<file path="config.mk">
export PLATFORM = sky130hd
export DESIGN_NAME = mapping_group_accum_flat
export DESIGN_NICKNAME = d
export VERILOG_FILES = /design/src/rtl/mapping_group_accum_if.sv /design/src/rtl/mapping_group_accum.sv /design/src/flat_wrapper.sv
export SDC_FILE = /design/constraint.sdc
export NUM_CORES = 1
export LEC_CHECK = 0
export CAP_MARGIN = 20
export CORE_UTILIZATION = 24
export CTS_CLUSTER_SIZE = 14
export DETAILED_ROUTE_END_ITERATION = 10
export MAX_ROUTING_LAYER = met4
export PLACE_DENSITY = 0.46
export RECOVER_POWER = 50
export SLEW_MARGIN = 20
export SYNTH_ARGS = -nofsm -noshare
export SYNTH_HDL_FRONTEND = slang
export SYNTH_SLANG_ARGS = --single-unit
</file>
<file path="constraint.sdc">
create_clock -name clk_i -period 11.4 [get_ports clk_i]
set_input_delay 2.28 -clock clk_i [delete_from_list [all_inputs] [get_ports clk_i]]
set_output_delay 2.28 -clock clk_i [all_outputs]
set_load 0.01 [all_outputs]
</file>
<file path="src/rtl/mapping_group_accum_if.sv">
// Valid/ready beat and result bus of one PIM mapping-group accumulator.
interface mapping_group_accum_if #(
  parameter int unsigned N_CH     = 4,
  parameter int unsigned ENC_W    = 7,
  parameter int unsigned OUT_W    = 32,
  parameter int unsigned IN_STEPS = 4
);
  localparam int unsigned STEP_W = $clog2(IN_STEPS + 1);

  logic                   mode;
  logic                   clear;
  logic                   in_valid;
  logic                   in_ready;
  logic [N_CH*ENC_W-1:0]  enc;
  logic                   out_valid;
  logic                   out_ready;
  logic [OUT_W-1:0]       out_data;
  logic [STEP_W-1:0]      step;
  logic                   busy;

  modport master (
    output mode, clear, in_valid, enc, out_ready,
    input  in_ready, out_valid, out_data, step, busy
  );

  modport slave (
    input  mode, clear, in_valid, enc, out_ready,
    output in_ready, out_valid, out_data, step, busy
  );
endinterface

</file>
<file path="src/rtl/mapping_group_accum.sv">
// Bit-serial shift-and-accumulate engine: weights channels by cell position and
// either emits the beat sum (PARALLEL) or accumulates it over input-bit steps (RBR).
module mapping_group_accum #(
  parameter int unsigned N_CH       = 4,
  parameter int unsigned ENC_W      = 7,
  parameter int unsigned CELL_BITS  = 2,
  parameter int unsigned IN_STEPS   = 4,
  parameter int unsigned STEP_SHIFT = 2,
  parameter int unsigned SIGNED_MSB = 0,
  parameter int unsigned OUT_W      = 32
) (
  input logic                   clk_i,
  input logic                   rst_ni,
  mapping_group_accum_if.slave  bus
);
  localparam int unsigned SUM_W  = ENC_W + CELL_BITS * (N_CH - 1) + 1;
  localparam int unsigned ACC_W  = SUM_W + STEP_SHIFT * (IN_STEPS - 1) + 1;
  localparam int unsigned STEP_W = $clog2(IN_STEPS + 1);

  localparam logic [1:0] S_IDLE  = 2'd0;
  localparam logic [1:0] S_ACCUM = 2'd1;
  localparam logic [1:0] S_OUT   = 2'd2;

  localparam logic [STEP_W-1:0] LAST_STEP = STEP_W'(IN_STEPS - 1);
  localparam logic [STEP_W-1:0] ONE_STEP  = STEP_W'(1);

  logic [1:0]        state_q, state_d;
  logic [ACC_W-1:0]  acc_q, acc_d;
  logic [STEP_W-1:0] step_q, step_d;
  logic              out_valid_q, busy_q;
  logic [ACC_W-1:0]  sum_c, term_c;
  logic              in_ready_c, accept_c, pop_c;

  // Channel 0 sits in the MSBs of enc and carries the largest cell weight.
  always_comb begin
    sum_c = '0;
    for (int unsigned c = 0; c < N_CH; c++) begin
      sum_c = sum_c + (ACC_W'(bus.enc[(N_CH - 1 - c) * ENC_W +: ENC_W])
                       << (CELL_BITS * (N_CH - 1 - c)));
    end
  end

  assign term_c     = sum_c << (STEP_SHIFT * 32'(step_q));
  assign in_ready_c = (state_q != S_OUT) | bus.out_ready;
  assign accept_c   = bus.in_valid & in_ready_c;
  assign pop_c      = out_valid_q & bus.out_ready;

  always_comb begin
    state_d = state_q;
    acc_d   = acc_q;
    step_d  = step_q;
    if (bus.clear) begin
      state_d = S_IDLE;
      acc_d   = '0;
      step_d  = '0;
    end else begin
      case (state_q)
        S_ACCUM: begin
          if (accept_c) begin
            if (step_q == LAST_STEP) begin
              acc_d   = (SIGNED_MSB != 0) ? acc_q - term_c : acc_q + term_c;
              state_d = S_OUT;
            end else begin
              acc_d = acc_q + term_c;
            end
            step_d = step_q + ONE_STEP;
          end
        end
        default: begin
          // IDLE and OUT: a pop retires the result, and a beat in the same cycle starts the next group.
          if (pop_c) begin
            state_d = S_IDLE;
            step_d  = '0;
          end
          if (accept_c) begin
            if (!bus.mode || IN_STEPS == 1) begin
              acc_d   = (bus.mode && SIGNED_MSB != 0) ? ACC_W'(0) - sum_c : sum_c;
              state_d = S_OUT;
            end else begin
              acc_d   = sum_c;
              state_d = S_ACCUM;
            end
            step_d = ONE_STEP;
          end
        end
      endcase
    end
  end

  always_ff @(posedge clk_i or negedge rst_ni) begin
    if (!rst_ni) begin
      state_q     <= S_IDLE;
      acc_q       <= '0;
      step_q      <= '0;
      out_valid_q <= 1'b0;
      busy_q      <= 1'b0;
    end else begin
      state_q     <= state_d;
      acc_q       <= acc_d;
      step_q      <= step_d;
      out_valid_q <= (state_d == S_OUT);
      busy_q      <= (state_d != S_IDLE);
    end
  end

  assign bus.in_ready  = in_ready_c;
  assign bus.out_valid = out_valid_q;
  assign bus.step      = step_q;
  assign bus.busy      = busy_q;

  if (SIGNED_MSB != 0) begin : g_sext
    assign bus.out_data = OUT_W'($signed(acc_q));
  end else begin : g_zext
    assign bus.out_data = OUT_W'(acc_q);
  end
endmodule
</file>
<file path="src/flat_wrapper.sv">
// flat-port wrapper written by rule: the top's interface ports become plain ports
module mapping_group_accum_flat 
#(
  parameter int unsigned N_CH       = 4,
  parameter int unsigned ENC_W      = 7,
  parameter int unsigned CELL_BITS  = 2,
  parameter int unsigned IN_STEPS   = 4,
  parameter int unsigned STEP_SHIFT = 2,
  parameter int unsigned SIGNED_MSB = 0,
  parameter int unsigned OUT_W      = 32
)
  (clk_i, rst_ni, bus_mode, bus_clear, bus_in_valid, bus_enc, bus_out_ready, bus_in_ready, bus_out_valid, bus_out_data, bus_step, bus_busy);
  mapping_group_accum_if #(.N_CH(N_CH), .ENC_W(ENC_W), .OUT_W(OUT_W), .IN_STEPS(IN_STEPS)) bus_i ();
  input logic clk_i;
  input logic rst_ni;
  input wire logic [$bits(bus_i.mode)-1:0] bus_mode;
  input wire logic [$bits(bus_i.clear)-1:0] bus_clear;
  input wire logic [$bits(bus_i.in_valid)-1:0] bus_in_valid;
  input wire logic [$bits(bus_i.enc)-1:0] bus_enc;
  input wire logic [$bits(bus_i.out_ready)-1:0] bus_out_ready;
  output wire logic [$bits(bus_i.in_ready)-1:0] bus_in_ready;
  output wire logic [$bits(bus_i.out_valid)-1:0] bus_out_valid;
  output wire logic [$bits(bus_i.out_data)-1:0] bus_out_data;
  output wire logic [$bits(bus_i.step)-1:0] bus_step;
  output wire logic [$bits(bus_i.busy)-1:0] bus_busy;
  assign bus_i.mode = bus_mode;
  assign bus_i.clear = bus_clear;
  assign bus_i.in_valid = bus_in_valid;
  assign bus_i.enc = bus_enc;
  assign bus_i.out_ready = bus_out_ready;
  assign bus_in_ready = bus_i.in_ready;
  assign bus_out_valid = bus_i.out_valid;
  assign bus_out_data = bus_i.out_data;
  assign bus_step = bus_i.step;
  assign bus_busy = bus_i.busy;
  mapping_group_accum #(.N_CH(N_CH), .ENC_W(ENC_W), .CELL_BITS(CELL_BITS), .IN_STEPS(IN_STEPS), .STEP_SHIFT(STEP_SHIFT), .SIGNED_MSB(SIGNED_MSB), .OUT_W(OUT_W)) u_core (.clk_i(clk_i), .rst_ni(rst_ni), .bus(bus_i));
endmodule
</file>
==> impl_results.html, run 1 <==
<table>
<tr><th>Metric</th><th>Value</th></tr>
<tr><th colspan="2">Status</th></tr>
<tr><td>Status</td><td>finished, violations left</td></tr>
<tr><td>Violations in the final reports</td><td>capacitance limit, slew limit</td></tr>
<tr><th colspan="2">Finish</th></tr>
<tr><td>Filler cell count</td><td>1590</td></tr>
<tr><td>Share of cells above drive strength 1</td><td>3.72%</td></tr>
<tr><td>Ant diodes</td><td>0</td></tr>
<tr><td>Synth-to-layout area growth</td><td>23.4%</td></tr>
<tr><td>Final nets</td><td>around 600</td></tr>
<tr><th colspan="2">Logic synthesis</th></tr>
<tr><td>Share of cell area taken by muxes after synthesis</td><td>around 3.5%</td></tr>
<tr><td>Mean instance size in the synthesized netlist</td><td>between 7 and 8 sq um</td></tr>
<tr><td>Seq/Total Area, Yosys</td><td>19.6%</td></tr>
<tr><td>Synth Area in Compound Gates</td><td>~27%</td></tr>
<tr><td>Netlist cell types</td><td>58</td></tr>
<tr><td>Number of enable flip-flop cells after synthesis</td><td>0</td></tr>
<tr><td>Top post-synthesis cells by count</td><td>sky130_fd_sc_hd__nor2_1 (45), sky130_fd_sc_hd__nand2_1 (42), sky130_fd_sc_hd__ha_1 (40), sky130_fd_sc_hd__a21oi_1 (38), sky130_fd_sc_hd__o21ai_0 (31)</td></tr>
<tr><td>Primary flip-flop cell chosen by synthesis mapping</td><td>sky130_fd_sc_hd__dfrtp_1</td></tr>
<tr><td>Post-synthesis simple-gate area fraction</td><td>a little under a fifth</td></tr>
<tr><td>Parity-gate share of the synthesized area counting xor and xnor cells</td><td>between 6 and 7%</td></tr>
<tr><td>Synthesis Warnings</td><td>0</td></tr>
<tr><td>Flop and latch count out of synthesis</td><td>28</td></tr>
<tr><td>Adder-cell share of the synthesized area</td><td>around 17%</td></tr>
<tr><td>Async S/R FF share, synth</td><td>100%</td></tr>
<tr><td>Dominant combinational cell family by area after synthesis</td><td>compound AO/OA/AOI/OAI gates</td></tr>
<tr><td>Number of standard cells after synthesis</td><td>around 460</td></tr>
<tr><td>Largest cells by area after synthesis</td><td>sky130_fd_sc_hd__dfrtp_1 (20%), sky130_fd_sc_hd__ha_1 (14%), sky130_fd_sc_hd__a21oi_1 (5.3%)</td></tr>
<tr><td>Mapped Area</td><td>roughly 3600 sq um</td></tr>
<tr><td>Dominant cell by count in the synthesized netlist</td><td>sky130_fd_sc_hd__nor2_1</td></tr>
<tr><td>Cell taking the most area after synthesis</td><td>sky130_fd_sc_hd__dfrtp_1</td></tr>
<tr><td>Area share of the largest cell type after synthesis</td><td>around a fifth</td></tr>
<tr><th colspan="2">Detailed routing</th></tr>
<tr><td>Number of detailed-routing iterations run before antenna repair</td><td>5</td></tr>
<tr><td>Routed vias</td><td>3506</td></tr>
<tr><td>Number of violations reported at the end of detailed-routing iteration 0</td><td>approximately 260</td></tr>
<tr><td>Routed Antenna Nets</td><td>0</td></tr>
<tr><td>DRC Markers</td><td>0</td></tr>
<tr><td>Detailed Route WL</td><td>10500 um</td></tr>
<tr><td>Post-detailed-route via-to-cell ratio</td><td>slightly above 5</td></tr>
<tr><td>Mean routed wirelength per cell</td><td>between 15 and 20 um</td></tr>
<tr><th colspan="2">Placement</th></tr>
<tr><td>Port bufs</td><td>60</td></tr>
<tr><td>Pre-CTS setup slack</td><td>between 3 and 4 ns</td></tr>
<tr><td>Post-DP HPWL</td><td>between 8000 and 9000 um</td></tr>
<tr><td>Routability congestion estimate</td><td>about 0.87</td></tr>
<tr><th colspan="2">Setup path</th></tr>
<tr><td>Critical Path Source Type</td><td>input port</td></tr>
<tr><td>Endpoint class of the critical path</td><td>flop</td></tr>
<tr><td>Worst-path maximum fanout</td><td>5</td></tr>
<tr><td>Kind of critical path</td><td>in -&gt; reg</td></tr>
<tr><td>Data arrival time of the worst path</td><td>7.85 ns</td></tr>
<tr><td>Required time at the worst-slack endpoint</td><td>approximately 12 ns</td></tr>
<tr><th colspan="2">Power</th></tr>
<tr><td>Relative contribution of combinational cells to total power</td><td>61.0%</td></tr>
<tr><td>Switching share of power</td><td>between 40% and 50%</td></tr>
<tr><td>Net switching power</td><td>around 260 uW</td></tr>
<tr><td>Power density normalized to cell area</td><td>about 130 nW/um^2</td></tr>
<tr><td>Static leakage</td><td>~0.0020 uW</td></tr>
<tr><td>Register share of total power</td><td>between 20 and 25%</td></tr>
<tr><td>Share of total power in the clock network</td><td>approximately a fifth</td></tr>
<tr><td>Pint</td><td>roughly 330 uW</td></tr>
<tr><td>Maximum VDD drop</td><td>0.0539 mV</td></tr>
<tr><th colspan="2">CTS</th></tr>
<tr><td>Post-cts repair resize count</td><td>0</td></tr>
<tr><td>Number of buffers inserted to repair setup after CTS</td><td>0</td></tr>
<tr><td>CTS tree</td><td>done</td></tr>
<tr><td>Clock transition at path regs</td><td>about 0.070 ns</td></tr>
<tr><td>Clock insertion delay at the later pin of the skew report</td><td>0.27 ns</td></tr>
<tr><td>Clock tree buffer depth</td><td>2</td></tr>
<tr><td>Maximum level of the CTS H-tree</td><td>1</td></tr>
<tr><td>Number of buffers inserted by hold repair at cts</td><td>0</td></tr>
<tr><td>Clock buffers created by TritonCTS</td><td>3</td></tr>
<tr><td>Clock root cell</td><td>sky130_fd_sc_hd__clkbuf_16</td></tr>
<tr><td>Number of sinks on the clock net</td><td>28</td></tr>
<tr><th colspan="2">Timing</th></tr>
<tr><td>Pin slew with the least headroom to its limit</td><td>1.69 ns</td></tr>
<tr><td>Setup repair after global routing missed its margin</td><td>no</td></tr>
<tr><td>Final Hold Vio Count</td><td>0</td></tr>
<tr><td>Max-Slew Margin vs Limit</td><td>-12.6%</td></tr>
<tr><td># setup viols final</td><td>0</td></tr>
<tr><td>Timing-limited maximum frequency</td><td>roughly 130 MHz</td></tr>
<tr><td>Time the worst path needs with I/O delays and setup</td><td>around 7.6 ns</td></tr>
<tr><td>Final WS setup</td><td>3.76 ns</td></tr>
<tr><td>Hold_ws</td><td>~0.56 ns</td></tr>
<tr><td>Fin Setup TNS</td><td>0 ns</td></tr>
<tr><td>Number of max-slew violations in the final report</td><td>29</td></tr>
<tr><td>Clk_skew</td><td>~0.0064 ns</td></tr>
<tr><td>Share of the clock period used by the worst path</td><td>between 60% and 70%</td></tr>
<tr><th colspan="2">Global routing</th></tr>
<tr><td>Number of antenna violations at the first check in global routing</td><td>0</td></tr>
<tr><td>Grt total ovfl</td><td>0</td></tr>
<tr><td>Number of global-route vias before repair</td><td>3281</td></tr>
<tr><td>Global routing usage summed across all routing layers</td><td>between 10% and 20%</td></tr>
<tr><td>Maximum number of pins on one net before global-route repair</td><td>29</td></tr>
<tr><td>First-pass GRT wire length</td><td>approximately 17000 um</td></tr>
<tr><th colspan="2">Floorplanning</th></tr>
<tr><td>Initial Util</td><td>24.6%</td></tr>
<tr><td>Area of the core</td><td>between 10000 and 15000 sq um</td></tr>
<tr><td>I/O pin total</td><td>72</td></tr>
<tr><td>Full die area</td><td>~15000 sq um</td></tr>
<tr><td>Standard-cell rows</td><td>44</td></tr>
<tr><td>DIE WIDTH</td><td>124 um</td></tr>
<tr><td>Height of the die</td><td>approximately 120 um</td></tr>
<tr><th colspan="2">Worst hold path</th></tr>
<tr><td>Path class of the lowest-slack min-delay path</td><td>reg -&gt; reg</td></tr>
<tr><th colspan="2">Job</th></tr>
<tr><td>Maximum Capacitance Violations</td><td>1</td></tr>
</table>
## registers in the layout (all words and copies together) (netlist names)
signal	flops
u_core.bus.busy	1
u_core.acc_q	21
u_core.state_q	2
u_core.bus.step	3
u_core.bus.out_valid	1
## power groups by stage
stage               logic, uW  registers, uW  clock network, uW
floorplan                 256            120                  0
global placement          353            121                  0
detailed placement        354            121                  0
CTS                       356            119                112
global route              398            120                116
finish                    357            119                109
## final cells by class
cell class	count	area (sq um)	area share, %
repair buffers	62	612	13.9
inverters	26	97.6	2.21
well taps	184	230	5.22
clock inverters	1	30.0	0.681
clock buffers	3	75.1	1.70
multi-input cells	391	2660	60.4
flip-flops and latches	28	701	15.9
## worst max-delay path, stage by stage
cell                              delay (ns)
sky130_fd_sc_hd__clkdlybuf4s50_1        0.40
sky130_fd_sc_hd__ha_1                   0.23
sky130_fd_sc_hd__fa_1                   0.44
sky130_fd_sc_hd__xor2_1                 0.19
sky130_fd_sc_hd__ha_1                   0.28
sky130_fd_sc_hd__ha_1                   0.23
sky130_fd_sc_hd__nor4_1                 0.32
sky130_fd_sc_hd__o21ai_0                0.19
sky130_fd_sc_hd__o211ai_2               0.15
sky130_fd_sc_hd__xor2_1                 0.41
sky130_fd_sc_hd__nand2_1                0.10
sky130_fd_sc_hd__nand2_1                0.11
sky130_fd_sc_hd__nor2_1                 0.04
sky130_fd_sc_hd__a21oi_1                0.24
sky130_fd_sc_hd__o22ai_1                0.13
sky130_fd_sc_hd__ha_1                   0.36
sky130_fd_sc_hd__and3_1                 0.22
sky130_fd_sc_hd__and2_1                 0.19
sky130_fd_sc_hd__nor3_1                 0.18
sky130_fd_sc_hd__o21ai_1                0.20
sky130_fd_sc_hd__a21oi_1                0.25
sky130_fd_sc_hd__o21ai_1                0.11
sky130_fd_sc_hd__xor2_1                 0.16
sky130_fd_sc_hd__nor4b_1                0.30
sky130_fd_sc_hd__a221o_1                0.15
## per-stage QoR
| stage | power (uW) | cell area [sq um] | std cells | utilization (%) |
|---|---|---|---|---|
| final | 585 | 4410 | 695 | 30.3 |
| after global routing | 634 | 4410 | 695 | 30.3 |
| after CTS | 587 | 4410 | 695 | 30.4 |
| after detailed placement | 475 | 4310 | 691 | 29.6 |
| after global placement | 474 | 4310 | 691 | 29.6 |
| after floorplan | 376 | 3610 | 472 | - |
## layer usage
metal | part of all wire, % | track usage, % | vias up
met2 | 47 | 23.4 | 104
met4 | 1.6 | 4.39 | 0
met1 | 47 | 19.6 | 1637
met3 | 4.7 | 1.33 | 12
li1 | - | - | 1753
met5 | 0 | - | -
## cells by family after synthesis
kind of cell    after synthesis
xor+xnor                     27
other cells                   1
mux                          12
compound gates              148
fa+ha+maj                    46
buf+inv                      53
flops                        28
simple gates                147
## final timing paths
kind | start | to | slack [ns] | cells after the start
min in group asynchronous | rst_ni | u_core.acc_q[0] | 2.97 | 2
setup / recovery | bus_enc[16] | u_core.acc_q[20] | 3.76 | 25
hold / removal | u_core.acc_q[18] | u_core.acc_q[18] | 0.56 | 1
hold reg to reg | u_core.acc_q[18] | u_core.acc_q[18] | 0.56 | 1
max in group asynchronous | rst_ni | u_core.acc_q[11] | 7.44 | 2
setup reg to reg | u_core.bus.step[0] | u_core.acc_q[20] | 7.01 | 15
## layout by cell type, fill, tap and decap left out, types with 3 or more instances in the layout
master,n
sky130_fd_sc_hd__mux2_2,4
sky130_fd_sc_hd__o21a_1,3
sky130_fd_sc_hd__nand2b_1,5
sky130_fd_sc_hd__or2_2,3
sky130_fd_sc_hd__and3_1,5
sky130_fd_sc_hd__xor2_1,9
sky130_fd_sc_hd__nor2_1,45
sky130_fd_sc_hd__a22o_1,6
sky130_fd_sc_hd__clkbuf_16,3
sky130_fd_sc_hd__o21ai_1,6
sky130_fd_sc_hd__a21oi_1,38
sky130_fd_sc_hd__a21o_1,8
sky130_fd_sc_hd__fa_1,6
sky130_fd_sc_hd__nand2_1,42
sky130_fd_sc_hd__clkdlybuf4s50_1,46
sky130_fd_sc_hd__nor3_1,13
sky130_fd_sc_hd__dlygate4sd3_1,14
sky130_fd_sc_hd__mux2i_1,8
sky130_fd_sc_hd__xnor2_1,18
sky130_fd_sc_hd__ha_1,40
sky130_fd_sc_hd__nand3_1,14
sky130_fd_sc_hd__inv_1,25
sky130_fd_sc_hd__o211ai_1,5
sky130_fd_sc_hd__dfrtp_1,28
sky130_fd_sc_hd__a31oi_1,9
sky130_fd_sc_hd__and2_1,3
sky130_fd_sc_hd__a311oi_1,4
sky130_fd_sc_hd__o21ai_0,31
sky130_fd_sc_hd__or3_1,3
sky130_fd_sc_hd__o21bai_1,4
sky130_fd_sc_hd__conb_1,11
sky130_fd_sc_hd__o22ai_1,7
sky130_fd_sc_hd__a211oi_1,12
Power figures use the tool's default switching activity.
==> run 2, diff against run 1 <==
- clock period: 11.4 -> 8 ns (I/O delays scaled with it)
==> run 2 against run 1 <==
Effect of this change: the run still ends with capacitance limit, slew limit left; clock-buffer cell count is the same; die area did not move; wire length is 0.21% higher; combinational power increased by 42%; largest cell class unchanged.
==> impl_results.html, run 2 (synthesized netlist as in run 1, its figures left out) <==
<table>
<tr><th>Metric</th><th>Value</th></tr>
<tr><th colspan="2">Status</th></tr>
<tr><td>Status</td><td>finished, violations left</td></tr>
<tr><td>Violations in the final reports</td><td>capacitance limit, slew limit</td></tr>
<tr><th colspan="2">Job</th></tr>
<tr><td>Maximum Capacitance Violations</td><td>1 (unchanged)</td></tr>
<tr><th colspan="2">Detailed routing</th></tr>
<tr><td>Routed vias</td><td>3529 (+0.66%)</td></tr>
<tr><td>Number of violations reported at the end of detailed-routing iteration 0</td><td>190 (-28%)</td></tr>
<tr><td>Detailed Route WL</td><td>10600 um (+0.21%)</td></tr>
<tr><td>Mean routed wirelength per cell</td><td>15.2 um (+0.21%)</td></tr>
<tr><td>Post-detailed-route via-to-cell ratio</td><td>5.08 (+0.66%)</td></tr>
<tr><td>Routed Antenna Nets</td><td>0 (unchanged)</td></tr>
<tr><td>DRC Markers</td><td>0 (unchanged)</td></tr>
<tr><td>Number of detailed-routing iterations run before antenna repair</td><td>5 (unchanged)</td></tr>
<tr><th colspan="2">Finish</th></tr>
<tr><td>Filler cell count</td><td>1596 (+0.38%)</td></tr>
<tr><td>Most common library cell in the layout ignoring fill and taps</td><td>sky130_fd_sc_hd__clkdlybuf4s50_1</td></tr>
<tr><td>Total area of multi-input combinational cells</td><td>2660 sq um (unchanged)</td></tr>
<tr><td>Ant diodes</td><td>0 (unchanged)</td></tr>
<tr><td>Seq. cell area</td><td>701 sq um (unchanged)</td></tr>
<tr><td>Final nets</td><td>592 (unchanged)</td></tr>
<tr><td>Post-layout instance area</td><td>4410 sq um (unchanged)</td></tr>
<tr><td>Most used cells in the layout excluding fill and tap cells</td><td>sky130_fd_sc_hd__clkdlybuf4s50_1 (46), sky130_fd_sc_hd__nor2_1 (45), sky130_fd_sc_hd__nand2_1 (42), sky130_fd_sc_hd__ha_1 (40), sky130_fd_sc_hd__a21oi_1 (38)</td></tr>
<tr><td>Synth-to-layout area growth</td><td>23.4% (unchanged)</td></tr>
<tr><td>Share of cells above drive strength 1</td><td>3.72% (unchanged)</td></tr>
<tr><td>Max reg flops</td><td>21 (unchanged)</td></tr>
<tr><td>Register with the most flip-flops</td><td>u_core.acc_q</td></tr>
<tr><th colspan="2">CTS</th></tr>
<tr><td>Clock root cell</td><td>sky130_fd_sc_hd__clkbuf_16</td></tr>
<tr><td>Number of buffers inserted to repair setup after CTS</td><td>0 (unchanged)</td></tr>
<tr><td>Clock buffers created by TritonCTS</td><td>3 (unchanged)</td></tr>
<tr><td>Clock insertion delay at the later pin of the skew report</td><td>0.27 ns (about the same)</td></tr>
<tr><td>CTS tree</td><td>done</td></tr>
<tr><td>Clock tree buffer depth</td><td>2 (unchanged)</td></tr>
<tr><td>Number of buffers inserted by hold repair at cts</td><td>0 (unchanged)</td></tr>
<tr><td>Maximum level of the CTS H-tree</td><td>1 (unchanged)</td></tr>
<tr><td>Post-cts repair resize count</td><td>0 (unchanged)</td></tr>
<tr><td>Number of sinks on the clock net</td><td>28 (unchanged)</td></tr>
<tr><td>Clock transition at path regs</td><td>0.07 ns (about the same)</td></tr>
<tr><th colspan="2">Power</th></tr>
<tr><td>Switching share of power</td><td>43.8% (-0.27 points)</td></tr>
<tr><td>Power density normalized to cell area</td><td>188 nW/um^2 (+42%)</td></tr>
<tr><td>Register share of total power</td><td>20.4% (about the same)</td></tr>
<tr><td>Maximum VDD drop</td><td>0.0769 mV (+43%)</td></tr>
<tr><td>Relative contribution of combinational cells to total power</td><td>61.1% (about the same)</td></tr>
<tr><td>Share of total power in the clock network</td><td>18.5% (-0.2 points)</td></tr>
<tr><td>Net switching power</td><td>363 uW (+41%)</td></tr>
<tr><td>Pint</td><td>466 uW (+42%)</td></tr>
<tr><td>Static leakage</td><td>0.00198 uW (unchanged)</td></tr>
<tr><th colspan="2">Timing</th></tr>
<tr><td>Final Hold Vio Count</td><td>0 (unchanged)</td></tr>
<tr><td># setup viols final</td><td>0 (unchanged)</td></tr>
<tr><td>Pin slew with the least headroom to its limit</td><td>1.66 ns (-0.0304 ns)</td></tr>
<tr><td>Timing-limited maximum frequency</td><td>about 140 MHz</td></tr>
<tr><td>Fin Setup TNS</td><td>0 ns (unchanged)</td></tr>
<tr><td>Share of the clock period used by the worst path</td><td>just under 90%</td></tr>
<tr><td>Time the worst path needs with I/O delays and setup</td><td>6.96 ns</td></tr>
<tr><td>Number of max-slew violations in the final report</td><td>29 (unchanged)</td></tr>
<tr><td>Setup repair after global routing missed its margin</td><td>no</td></tr>
<tr><td>Clk_skew</td><td>0.00342 ns (-0.00299 ns)</td></tr>
<tr><td>Max-Slew Margin vs Limit</td><td>-10.6% (+2.0 points)</td></tr>
<tr><td>Final WS setup</td><td>1.04 ns (-2.72 ns)</td></tr>
<tr><th colspan="2">Floorplanning</th></tr>
<tr><td>Area of the core</td><td>14500 sq um (unchanged)</td></tr>
<tr><td>Initial Util</td><td>24.6% (unchanged)</td></tr>
<tr><td>I/O pin total</td><td>72 (unchanged)</td></tr>
<tr><td>Standard-cell rows</td><td>44 (unchanged)</td></tr>
<tr><td>Full die area</td><td>15400 sq um (unchanged)</td></tr>
<tr><td>DIE WIDTH</td><td>124 um (unchanged)</td></tr>
<tr><td>Height of the die</td><td>124 um (unchanged)</td></tr>
<tr><th colspan="2">Setup path</th></tr>
<tr><td>Worst-path maximum fanout</td><td>5 (unchanged)</td></tr>
<tr><td>Critical Path Source Type</td><td>input port</td></tr>
<tr><td>Kind of critical path</td><td>in -&gt; reg</td></tr>
<tr><td>Data arrival time of the worst path</td><td>7.17 ns (-0.68 ns)</td></tr>
<tr><td>Required time at the worst-slack endpoint</td><td>8.21 ns (-3.40 ns)</td></tr>
<tr><td>Endpoint class of the critical path</td><td>flop</td></tr>
<tr><th colspan="2">Global routing</th></tr>
<tr><td>Number of antenna violations at the first check in global routing</td><td>0 (unchanged)</td></tr>
<tr><td>Layer with the highest usage</td><td>met2</td></tr>
<tr><td>Grt total ovfl</td><td>0 (unchanged)</td></tr>
<tr><td>Global-route track usage on met1</td><td>19.8% (+0.13 points)</td></tr>
<tr><td>First-pass GRT wire length</td><td>17200 um (+0.85%)</td></tr>
<tr><td>Number of global-route vias before repair</td><td>3339 (+1.8%)</td></tr>
<tr><td>Routing usage on met2</td><td>24.1% (+0.63 points)</td></tr>
<tr><td>GR Util met3</td><td>0.870% (-0.46 points)</td></tr>
<tr><td>Maximum number of pins on one net before global-route repair</td><td>29 (unchanged)</td></tr>
<tr><td>Global routing usage summed across all routing layers</td><td>14.8% (+0.096 points)</td></tr>
<tr><th colspan="2">Placement</th></tr>
<tr><td>Routability congestion estimate</td><td>0.870 (unchanged)</td></tr>
<tr><td>Port bufs</td><td>60 (unchanged)</td></tr>
<tr><td>Pre-CTS setup slack</td><td>0.820 ns (-2.72 ns)</td></tr>
<tr><td>Instance area at placement</td><td>4310 sq um (unchanged)</td></tr>
<tr><td>Post-DP HPWL</td><td>8380 um (+0.24%)</td></tr>
<tr><th colspan="2">Worst hold path</th></tr>
<tr><td>Path class of the lowest-slack min-delay path</td><td>reg -&gt; reg</td></tr>
</table>
[run 2: worst max-delay path, cell delays in order]
cell,delay (ns)
sky130_fd_sc_hd__clkdlybuf4s50_1,0.40
sky130_fd_sc_hd__ha_1,0.23
sky130_fd_sc_hd__fa_1,0.44
sky130_fd_sc_hd__xor2_1,0.19
sky130_fd_sc_hd__ha_1,0.28
sky130_fd_sc_hd__ha_1,0.23
sky130_fd_sc_hd__nor4_1,0.31
sky130_fd_sc_hd__o21ai_0,0.19
sky130_fd_sc_hd__o211ai_2,0.15
sky130_fd_sc_hd__xor2_1,0.40
sky130_fd_sc_hd__nand2_1,0.09
sky130_fd_sc_hd__nand2_1,0.11
sky130_fd_sc_hd__nor2_1,0.05
sky130_fd_sc_hd__a21oi_1,0.23
sky130_fd_sc_hd__o22ai_1,0.13
sky130_fd_sc_hd__ha_1,0.36
sky130_fd_sc_hd__and3_1,0.21
sky130_fd_sc_hd__and2_1,0.19
sky130_fd_sc_hd__nor3_1,0.19
sky130_fd_sc_hd__o21ai_1,0.20
sky130_fd_sc_hd__a21oi_1,0.25
sky130_fd_sc_hd__o21ai_1,0.11
sky130_fd_sc_hd__xor2_1,0.16
sky130_fd_sc_hd__nor4b_1,0.30
sky130_fd_sc_hd__a221o_1,0.15
[run 2: final timing paths]
check,start,endpoint,slack (ns),depth (start not counted)
setup reg to reg,u_core.bus.step[0],u_core.acc_q[20],3.60,15
min in group asynchronous,rst_ni,u_core.acc_q[0],2.28,2
max in group asynchronous,rst_ni,u_core.bus.step[2],4.75,2
hold / removal,u_core.acc_q[20],u_core.acc_q[20],0.56,1
setup / recovery,bus_enc[16],u_core.acc_q[20],1.04,25
hold reg to reg,u_core.acc_q[20],u_core.acc_q[20],0.56,1
[run 2: routing by layer]
layer,up-vias,wire (um),share of wire [%]
li1,1753,-,-
met3,9,494,4.7
met1,1667,4970,47
met5,-,0,0
met4,0,130,1.2
met2,100,4970,47
[run 2: power by group through the flow]
stage	Clock, uW	Sequential, uW	Combinational [uW]
finish	153	169	507
global route	163	172	567
CTS	158	170	508
detailed placement	0	173	505
global placement	0	173	502
floorplan	0	171	365
[run 2: metrics by stage]
stage | total power, uW | cells | hold WS, ns | utilization, %
after detailed placement | 678 | 691 | 0.548 | 29.6
final | 829 | 695 | 0.560 | 30.3
after global placement | 675 | 691 | 0.555 | 29.6
after floorplan | 535 | 472 | 0.562 | -
after CTS | 836 | 695 | 0.571 | 30.4
after global routing | 902 | 695 | 0.580 | 30.3
[run 2: final cells by class]
class                           instances  area share [%]
Clock inverter                          1           0.681
Inverter                               26            2.21
Sequential cell                        28            15.9
Multi-Input combinational cell        391            60.4
Timing Repair Buffer                   62            13.9
Clock buffer                            3            1.70
Tap cell                              184            5.22
